### src/rtl/cla_pkg.sv
// -----------------------------------------------------------------------------
// cla_pkg
//   Shared types and helpers for the multi-precision CLA adder.
//   - cla_mp_state_t : controller states (IDLE -> RUN -> DONE -> IDLE)
//   - idx_width()    : width of the chunk counter for a given chunk count
// -----------------------------------------------------------------------------
package cla_pkg;

    typedef enum logic [1:0] {
        IDLE = 2'd0,
        RUN  = 2'd1,
        DONE = 2'd2
    } cla_mp_state_t;

    // A single-chunk adder still needs a 1-bit counter so the signal exists.
    function automatic int idx_width(input int n_chunks);
        return (n_chunks <= 1) ? 1 : $clog2(n_chunks);
    endfunction

endpackage

### src/rtl/cla_mp_adder_if.sv
// -----------------------------------------------------------------------------
// cla_mp_adder_if
//   Operand/result handshake bundle for cla_mp_adder.
//   Parameter W : operand width (N * N_CHUNKS of the attached adder).
//   master : operand source / result consumer side
//            drives in_valid, a, b, c_in, out_ready
//   slave  : the adder
//            drives in_ready, out_valid, y, c_out, busy
// -----------------------------------------------------------------------------
interface cla_mp_adder_if #(
    parameter int W = 32
);
    logic         in_valid;
    logic         in_ready;
    logic [W-1:0] a;
    logic [W-1:0] b;
    logic         c_in;
    logic         out_valid;
    logic         out_ready;
    logic [W-1:0] y;
    logic         c_out;
    logic         busy;

    modport master (
        output in_valid, a, b, c_in, out_ready,
        input  in_ready, out_valid, y, c_out, busy
    );

    modport slave (
        input  in_valid, a, b, c_in, out_ready,
        output in_ready, out_valid, y, c_out, busy
    );
endinterface

### src/rtl/cla_mp_adder_cla.sv
// -----------------------------------------------------------------------------
// cla
//   Combinational carry-lookahead adder, 4*N_BLOCKS bits wide.
//   Each 4-bit block resolves its internal carries with full lookahead
//   equations; block carries are chained from block to block.
//   Ports:
//     a, b   in  4*N_BLOCKS  addends
//     c_in   in  1           carry into bit 0
//     y      out 4*N_BLOCKS  sum
//     c_out  out 1           carry out of the top bit
// -----------------------------------------------------------------------------
module cla #(
    parameter int N_BLOCKS = 2
) (
    input  logic [4*N_BLOCKS-1:0] a,
    input  logic [4*N_BLOCKS-1:0] b,
    input  logic                  c_in,
    output logic [4*N_BLOCKS-1:0] y,
    output logic                  c_out
);
    logic [N_BLOCKS:0] blk_carry;

    assign blk_carry[0] = c_in;

    generate
        for (genvar gi = 0; gi < N_BLOCKS; gi++) begin : g_blk
            logic [3:0] g;
            logic [3:0] p;
            logic [4:0] c;

            assign g    = a[gi*4 +: 4] & b[gi*4 +: 4];
            assign p    = a[gi*4 +: 4] ^ b[gi*4 +: 4];
            assign c[0] = blk_carry[gi];
            assign c[1] = g[0] | (p[0] & c[0]);
            assign c[2] = g[1] | (p[1] & g[0]) | (p[1] & p[0] & c[0]);
            assign c[3] = g[2] | (p[2] & g[1]) | (p[2] & p[1] & g[0])
                        | (p[2] & p[1] & p[0] & c[0]);
            assign c[4] = g[3] | (p[3] & g[2]) | (p[3] & p[2] & g[1])
                        | (p[3] & p[2] & p[1] & g[0])
                        | (p[3] & p[2] & p[1] & p[0] & c[0]);

            assign y[gi*4 +: 4]   = p ^ c[3:0];
            assign blk_carry[gi+1] = c[4];
        end
    endgenerate

    assign c_out = blk_carry[N_BLOCKS];
endmodule

### src/rtl/cla_mp_adder.sv
// -----------------------------------------------------------------------------
// cla_mp_adder
//   Multi-precision sequential adder: {c_out, y} = a + b + c_in over
//   W = N*N_CHUNKS bits, using one N-bit CLA per cycle, LS chunk first.
//   Ports:
//     clk   in  clock, rising edge
//     rst   in  synchronous active-high reset
//     bus   slave modport of cla_mp_adder_if (in_valid/in_ready, a, b, c_in,
//           out_valid/out_ready, y, c_out, busy)
//   Latency: accept at edge E -> out_valid after edge E+N_CHUNKS.
// -----------------------------------------------------------------------------
module cla_mp_adder
    import cla_pkg::*;
#(
    parameter int N        = 8,
    parameter int N_CHUNKS = 4
) (
    input  logic            clk,
    input  logic            rst,
    cla_mp_adder_if.slave   bus
);
    localparam int W     = N * N_CHUNKS;
    localparam int IDX_W = idx_width(N_CHUNKS);
    localparam logic [IDX_W-1:0] LAST_IDX = IDX_W'(N_CHUNKS - 1);

    cla_mp_state_t   state_reg, state_next;
    logic [W-1:0]    a_reg, b_reg, y_reg;
    logic [W-1:0]    y_next;
    logic            carry_reg;
    logic            c_out_reg;
    logic [IDX_W-1:0] idx_reg;

    logic [N-1:0]    chunk_sum;
    logic            chunk_carry;
    logic            accept;
    logic            run_step;
    logic            last_chunk;

    // Operand registers shift right each RUN cycle, so chunk 0 always feeds
    // the adder and no wide chunk-select mux is needed.
    cla #(.N_BLOCKS(N / 4)) u_cla (
        .a     (a_reg[N-1:0]),
        .b     (b_reg[N-1:0]),
        .c_in  (carry_reg),
        .y     (chunk_sum),
        .c_out (chunk_carry)
    );

    assign accept     = (state_reg == IDLE) && bus.in_valid;
    assign run_step   = (state_reg == RUN);
    assign last_chunk = (idx_reg == LAST_IDX);

    // Sum chunks enter at the top of y; after N_CHUNKS shifts chunk 0 has
    // reached the bottom.
    generate
        if (N_CHUNKS == 1) begin : g_y_single
            assign y_next = chunk_sum;
        end else begin : g_y_shift
            assign y_next = {chunk_sum, y_reg[W-1:N]};
        end
    endgenerate

    always_ff @(posedge clk) begin
        if (rst) begin
            state_reg <= IDLE;
        end else begin
            state_reg <= state_next;
        end
    end

    always_comb begin
        state_next = state_reg;
        case (state_reg)
            IDLE: if (bus.in_valid)  state_next = RUN;
            RUN:  if (last_chunk)    state_next = DONE;
            DONE: if (bus.out_ready) state_next = IDLE;
            default:                 state_next = IDLE;
        endcase
    end

    always_ff @(posedge clk) begin
        if (rst) begin
            a_reg     <= '0;
            b_reg     <= '0;
            y_reg     <= '0;
            carry_reg <= 1'b0;
            c_out_reg <= 1'b0;
            idx_reg   <= '0;
        end else if (accept) begin
            // y is deliberately left alone; it is only meaningful in DONE.
            a_reg     <= bus.a;
            b_reg     <= bus.b;
            carry_reg <= bus.c_in;
            idx_reg   <= '0;
        end else if (run_step) begin
            a_reg     <= a_reg >> N;
            b_reg     <= b_reg >> N;
            y_reg     <= y_next;
            carry_reg <= chunk_carry;
            idx_reg   <= idx_reg + IDX_W'(1);
            if (last_chunk) begin
                c_out_reg <= chunk_carry;
            end
        end
    end

    assign bus.in_ready  = (state_reg == IDLE);
    assign bus.out_valid = (state_reg == DONE);
    assign bus.busy      = (state_reg == RUN) || (state_reg == DONE);
    assign bus.y         = y_reg;
    assign bus.c_out     = c_out_reg;
endmodule

### src/flat_wrapper.sv
// flat-port wrapper written by rule: the top's interface ports become plain ports
module cla_mp_adder_flat import cla_pkg::*;
#(
    parameter int N        = 8,
    parameter int N_CHUNKS = 4
)
  (clk, rst, bus_in_valid, bus_a, bus_b, bus_c_in, bus_out_ready, bus_in_ready, bus_out_valid, bus_y, bus_c_out, bus_busy);
  cla_mp_adder_if #(.W(32)) bus_i ();
  input  logic clk;
  input  logic rst;
  input wire logic [$bits(bus_i.in_valid)-1:0] bus_in_valid;
  input wire logic [$bits(bus_i.a)-1:0] bus_a;
  input wire logic [$bits(bus_i.b)-1:0] bus_b;
  input wire logic [$bits(bus_i.c_in)-1:0] bus_c_in;
  input wire logic [$bits(bus_i.out_ready)-1:0] bus_out_ready;
  output wire logic [$bits(bus_i.in_ready)-1:0] bus_in_ready;
  output wire logic [$bits(bus_i.out_valid)-1:0] bus_out_valid;
  output wire logic [$bits(bus_i.y)-1:0] bus_y;
  output wire logic [$bits(bus_i.c_out)-1:0] bus_c_out;
  output wire logic [$bits(bus_i.busy)-1:0] bus_busy;
  assign bus_i.in_valid = bus_in_valid;
  assign bus_i.a = bus_a;
  assign bus_i.b = bus_b;
  assign bus_i.c_in = bus_c_in;
  assign bus_i.out_ready = bus_out_ready;
  assign bus_in_ready = bus_i.in_ready;
  assign bus_out_valid = bus_i.out_valid;
  assign bus_y = bus_i.y;
  assign bus_c_out = bus_i.c_out;
  assign bus_busy = bus_i.busy;
  cla_mp_adder #(.N(N), .N_CHUNKS(N_CHUNKS)) u_core (.clk(clk), .rst(rst), .bus(bus_i));
endmodule
### config.mk
export PLATFORM = sky130hd
export DESIGN_NAME = cla_mp_adder_flat
export DESIGN_NICKNAME = d
export VERILOG_FILES = /design/src/rtl/cla_pkg.sv /design/src/rtl/cla_mp_adder_if.sv /design/src/rtl/cla_mp_adder_cla.sv /design/src/rtl/cla_mp_adder.sv /design/src/flat_wrapper.sv
export SDC_FILE = /design/constraint.sdc
export NUM_CORES = 1
export LEC_CHECK = 0
export CAP_MARGIN = 15
export CORE_MARGIN = 5
export CORE_UTILIZATION = 50
export DETAILED_ROUTE_END_ITERATION = 10
export PLACE_DENSITY = 0.8
export REMOVE_ABC_BUFFERS = 1
export SLEW_MARGIN = 20
export SYNTH_ARGS = -nofsm -noshare
export SYNTH_HDL_FRONTEND = slang
export SYNTH_SLANG_ARGS = --single-unit
### constraint.sdc
create_clock -name clk -period 2.5 [get_ports clk]
set_input_delay 0.25 -clock clk [delete_from_list [all_inputs] [get_ports clk]]
set_output_delay 0.25 -clock clk [all_outputs]
set_load 0.03 [all_outputs]
==> flow_summary_export.csv, run 1 <==
group,metric,value,unit
routing,wirelength,9555,um
grt,grt_pass1_wl,16520,um
logic_synthesis,synth_cell_types,33,
power,ir_drop,0.001231,V
logic_synthesis,synth_top_area_share,0.4587,
clock_network,cts_root_buf,"clkbuf_8",
clock_network,clock_latency,0.36,ns
finish,layout-area-overhead-vs-synth,28.86,%
critical_path,r2r-end,"u_core.b_reg[21]",
routing,vias_per_cell,5.374,
routing,drt-met1-wl,4393,um
job,maxCapViolations,0,
grt,antenna_found_initial,0,
routing,ant_nets,0,
hold_path,hold_path_class,"primary input to register",
finish,fin_area,0.005737,mm^2
critical_path,crit_path_start_kind,"register",
timing,rsz0062_at_grt,"false",
placement,gp_congestion,0.7659,
finish,final_nets,633,
routing,drt_pre_antenna_iters,5,
critical_path,worstPathRequired,2.25,ns
routing,vias,3563,
timing,report.final.slew_viol_count,0,
grt,grt_pass1_vias,3579,
grt,grt_max_degree,82,
logic_synthesis,synth-seq-cells,102,
critical_path,reg2reg_depth,5,
timing,period_share,0.8235,
grt,grt_usage,0.1783,
timing,clock_skew,0.01237,ns
timing,maxSlewHeadroom,0.4428,
clock_network,clk_pin_slew_worst_paths,0.11,ns
routing,wire_per_inst,14.41,um
floorplan,die_h,104.4,um
placement,hpwl,6673,um
hold_path,hp-start,"bus_a[24]",
logic_synthesis,syn-cell-area,0.004452,mm^2
routing,dr_wl_met2,4686,um
status,status,"finished clean",
placement,dp_cells,647,
clock_network,cts.path.max_buffers,2,
grt,overflow,0,
critical_path,crit_arrival,1.81,ns
routing,wl_met3,364,um
power,powerDensity,991.4,mW/mm^2
timing,fin_ws,0.4414,ns
finish,final_cell_mix,"clkdlybuf4s50_1 (103), dfxtp_1 (102), nor2_1 (82), mux2i_1 (81), a211oi_1 (50)",
finish,finish.utilization,0.6578,
logic_synthesis,ys_top_cells_by_area,"dfxtp_1 (46%), mux2i_1 (18%), a211oi_1 (8.4%), nor2_1 (6.9%), ha_1 (3.4%)",
logic_synthesis,synthCells,465,
finish,instances_no_fill,663,
critical_path,r2r_setup_slack,0.48,ns
placement,placed_area,0.005557,mm^2
logic_synthesis,ys_warn_count,0,
critical_path,criticalPathCategory,"register to output port",
floorplan,initial_core_util,0.5105,
placement,io_buffers,104,
floorplan,core_area,0.008721,mm^2
logic_synthesis,synth_top_cell_by_area,"dfxtp_1",
floorplan,die-area,0.01089,mm^2
clock_network,cts_max_level,3,
hold_path,min_to,"u_core.a_reg[24]",
logic_synthesis,synth_seq_area_share,0.4587,
placement,place_ws,0.5055,ns
clock_network,clkSinkCount,102,
timing,setup_viol,0,
timing,worst_pin_slew,0.8358,ns
floorplan,io_pins,105,
finish,final_common_cell,"clkdlybuf4s50_1",
clock_network,cts_tree,"yes",
timing,final.min_clock_period,2.059,ns
critical_path,rr_startpoint,"u_core.state_reg[1]",
hold_path,hold_depth,3,
clock_network,cts_hold_buf,0,
clock_network,post-cts-setup-buffers,0,
finish,diodes,0,
finish,drive_gt1_frac,0.05045,
timing,fmax,485.8,MHz
critical_path,path_max_fanout,3,
floorplan,die_w,104.4,um
routing,highest_layer,"met4",
clock_network,cts_buffers,9,
clock_network,postCtsResizedCells,0,
routing,drc,0,
floorplan,fp-row-count,34,
timing,finalHoldViolCount,0,
logic_synthesis,synth_area_per_cell,9.574,um^2
routing,drtIter0Drc,167,
power,p_leak,2.169,nW
critical_path,cp-end-kind,"output port",
==> worst max-delay path, stage by stage (launching register included) <==
cell             delay [ns]
dfxtp_1                0.42
inv_1                  0.09
ha_1                   0.28
clkdlybuf4s50_1        0.66
==> per-stage QoR <==
step | power [mW] | TNS [ns] | hold slack (ns)
after CTS | 5.736 | 0 | 0.4177
after global routing | 6.086 | 0 | 0.4056
after detailed placement | 4.759 | 0 | 0.4754
final | 5.688 | 0 | 0.4303
after floorplan | 4.014 | -154.86 | 0.3191
after global placement | 4.684 | 0 | 0.4713
==> layout make-up <==
type,instances,area [um^2]
Fill cell,706,2984
Multi-Input combinational cell,316,2235
Sequential cell,102,2042
Timing Repair Buffer,112,1111
Tap cell,108,135.1
Clock buffer,10,127.6
Clock inverter,6,52.55
Inverter,9,33.78
==> synthesized netlist by cell type <==
cell type,n
nand4_1,1
mux2i_1,81
nor2b_1,2
o21bai_1,1
nand2_1,22
a211oi_1,50
inv_1,9
xnor2_1,3
nor3_1,2
nand3b_1,16
nor3b_1,2
buf_1,5
a211o_1,1
or3_1,1
a21o_1,5
a21oi_2,2
fa_1,2
clkbuf_1,18
o22ai_1,1
ha_1,12
buf_2,15
nor2_1,82
xor2_1,1
a311oi_1,1
a21oi_1,20
nand3_1,2
or4_1,1
and2_1,1
o311ai_1,1
dfxtp_1,102
nor4b_1,1
o21ai_0,1
a222oi_1,1
==> layer usage <==
metal	vias to the layer above	track usage
met4	0	0.06013
met5	-	0
met3	8	0.03973
met2	80	0.2914
li1	1813	-
met1	1662	0.2319
==> cell families (layout without fill, tap and decap cells) <==
kind of cell | Yosys count | in the layout | share of synthesized area
and+or+nand+nor | 133 | 133 | 0.1332
DFF | 102 | 102 | 0.4587
AOI/OAI and AO/OA | 84 | 84 | 0.1315
muxes | 81 | 81 | 0.1821
buffers and inverters | 47 | 137 | 0.04384
adders and majority gates | 14 | 14 | 0.04272
xor gates and xnor gates | 4 | 4 | 0.007871
==> how the worst max path moves through the flow <==
stage / start / endpoint / slack (ns) / cells after the start
finish: u_core.state_reg[0] / bus_busy / 0.44 / 3
CTS: u_core.state_reg[0] / bus_busy / 0.43 / 3
global placement: u_core.b_reg[2] / u_core.bus.y[29] / 0.54 / 7
detailed placement: u_core.state_reg[1] / u_core.b_reg[21] / 0.51 / 5
global route: u_core.b_reg[2] / u_core.bus.y[29] / 0.30 / 7
floorplan: u_core.state_reg[1] / u_core.state_reg[1] / -1.85 / 5
==> report_power, final <==
| part | leakage (nW) | switching, mW | internal, mW |
|---|---|---|---|
| Clock | 0.0854 | 0.585 | 0.379 |
| Combinational | 1.25 | 1.33 | 1.15 |
| Sequential | 0.837 | 0.246 | 2.00 |
| Total | 2.17 | 2.16 | 3.53 |
No activity file was read; power rests on OpenSTA's default activity.
==> run 2: changes to the inputs <==
==> constraint.sdc (replaced) <==
create_clock -name clk -period 1.99 [get_ports clk]
set_input_delay 0.199 -clock clk [delete_from_list [all_inputs] [get_ports clk]]
set_output_delay 0.199 -clock clk [all_outputs]
set_load 0.03 [all_outputs]
==> flow_summary_export.csv, run 2 (same netlist as run 1, synthesis figures left out) <==
group,metric,value,unit
status,status,"finished clean",
routing,wirelength,9807,um
hold_path,min_to,"u_core.bus.y[14]",
floorplan,die_h,104.4,um
finish,fin_area,0.005829,mm^2
clock_network,cts_root_buf,"clkbuf_8",
critical_path,cpMaxStageDelayCell,"clkdlybuf4s50_1",
critical_path,crit_path_max_incr_delay,0.60,ns
hold_path,hold_depth,2,
clock_network,clk_pin_slew_worst_paths,0.09,ns
timing,rsz0062_at_grt,"false",
hold_path,hp-start,"rst",
grt,grt_pass1_wl,16700,um
timing,maxSlewHeadroom,0.6687,
routing,drc,0,
placement,gp_congestion,0.7790,
clock_network,clkSinkCount,102,
critical_path,worstPathCellList,"inv_1, ha_1, clkdlybuf4s50_1",
finish,diodes,0,
grt,grt_usage,0.1810,
grt,overflow,0,
finish,final_cell_mix,"dfxtp_1 (102), clkdlybuf4s50_1 (101), nor2_1 (82), mux2i_1 (81), a211oi_1 (50)",
routing,vias_per_cell,5.404,
floorplan,fp-row-count,34,
finish,final_nets,638,
clock_network,clock_latency,0.35,ns
power,powerDensity,1269,mW/mm^2
finish,fillers,711,
critical_path,crit_arrival,1.67,ns
grt,grt_max_degree,50,
critical_path,r2r_setup_slack,0.14,ns
critical_path,worstPathRequired,1.79,ns
clock_network,cts_max_level,3,
routing,drtIter0Drc,95,
finish,final_common_cell,"dfxtp_1",
hold_path,hold_path_class,"primary input to register",
critical_path,crit_path_start_kind,"register",
critical_path,criticalPathCategory,"register to output port",
finish,drive_gt1_frac,0.05914,
clock_network,cts_tree,"yes",
clock_network,cts_buffers,9,
timing,tns,0,ns
critical_path,r2r-end,"u_core.bus.y[29]",
routing,drt_pre_antenna_iters,4,
grt,antenna_found_initial,0,
clock_network,cts.path.max_buffers,2,
finish,layout-area-overhead-vs-synth,30.94,%
power,ir_drop,0.001127,V
floorplan,io_pins,105,
routing,vias,3599,
floorplan,die-area,0.01089,mm^2
timing,worst_pin_slew,0.4969,ns
critical_path,path_max_fanout,3,
floorplan,initial_core_util,0.5105,
routing,ant_nets,0,
placement,hpwl,6965,um
timing,final.min_clock_period,1.868,ns
floorplan,core_area,0.008721,mm^2
timing,finalHoldViolCount,0,
placement,placed_area,0.005619,mm^2
placement,io_buffers,104,
critical_path,reg2reg_depth,7,
timing,report.final.slew_viol_count,0,
timing,period_share,0.9389,
critical_path,rr_startpoint,"u_core.b_reg[2]",
timing,fmax,535.2,MHz
grt,grt_pass1_vias,3625,
timing,setup_viol,0,
job,maxCapViolations,0,
floorplan,die_w,104.4,um
critical_path,cp-end-kind,"output port",
timing,clock_skew,0.009751,ns
routing,wire_per_inst,14.73,um
power,p_leak,2.221,nW
[run 2: cell types whose count changed in the layout (fill, tap and decap cells not counted), moves of 2 or more]
| cell | before | now |
|---|---|---|
| buf_12 | 1 | 3 |
| clkdlybuf4s50_1 | 103 | 101 |
| dlygate4sd2_1 | 0 | 2 |
| buf_4 | 8 | 11 |
| inv_6 | 2 | 0 |
| bufinv_16 | 0 | 2 |
[run 2: worst max path at each step]
stage | start | to | depth (start not counted)
floorplan | u_core.state_reg[1] | u_core.state_reg[1] | 5
finish | u_core.state_reg[0] | bus_out_valid | 3
global route | u_core.a_reg[2] | u_core.bus.y[29] | 7
global placement | u_core.b_reg[2] | u_core.bus.y[29] | 7
CTS | u_core.b_reg[2] | u_core.bus.y[29] | 7
detailed placement | u_core.b_reg[2] | u_core.bus.y[29] | 7
[run 2: through the flow]
stage,hold WS [ns],utilization,std cells,power (mW),setup slack (ns)
final,0.2624,0.6684,666,7.397,0.1216
after global routing,0.2536,0.6684,666,7.873,0.04765
after CTS,0.2383,0.6681,666,7.444,0.04466
after detailed placement,0.4759,0.6443,652,6.071,0.07691
after global placement,0.4694,0.6443,652,5.966,0.1224
after floorplan,0.2681,-,427,4.539,-2.358
[run 2: routing by layer]
metal / global-route usage / vias up / wire, um
met5: 0 / - / 0
met4: 0.07401 / 0 / 169
met3: 0.03911 / 16 / 435
met2: 0.3036 / 78 / 4815
met1: 0.2243 / 1690 / 4387
li1: - / 1815 / -
[run 2: area by class of cell]
type | instances | area, um^2 | area share
timing repair buffer | 117 | 1171 | 0.2009
multi-input combinational | 316 | 2237 | 0.3838
tap | 108 | 135.1 | 0.02318
sequential | 102 | 2042 | 0.3503
clock buffer | 10 | 137.6 | 0.02361
clock inverter | 4 | 72.57 | 0.01245
inverter | 9 | 33.78 | 0.005795
[run 2: what timing repair did]
item	4_1_cts	5_1_grt
pin swaps	0	2
buffers inserted	0	0
endpoints found under the setup margin	2	1
resized for setup	2	1
hold buffers	0	0
[run 2: critical path, delay by kind of cell, from the launching register on]
kind                       cells  cell delay [ns]
buffers and inverters          2             0.69
adders and majority gates      1             0.23
DFF                            1             0.41
[run 2: where the power goes]
group	leakage [nW]	internal [mW]	switching, mW
Combinational	1.28	1.48	1.72
Sequential	0.837	2.51	0.307
Clock	0.104	0.727	0.658
Total	2.22	4.72	2.68
==> run 3: changes to the inputs <==
--- a/config.mk
+++ b/config.mk
@@ -8,6 +8,7 @@
 export CAP_MARGIN = 15
 export CORE_MARGIN = 5
 export CORE_UTILIZATION = 50
+export CTS_CLUSTER_SIZE = 12
 export DETAILED_ROUTE_END_ITERATION = 10
 export PLACE_DENSITY = 0.8
 export REMOVE_ABC_BUFFERS = 1
==> results of run 3 <==
No change in the layout: final DEF, timing and power equal those of run 2.
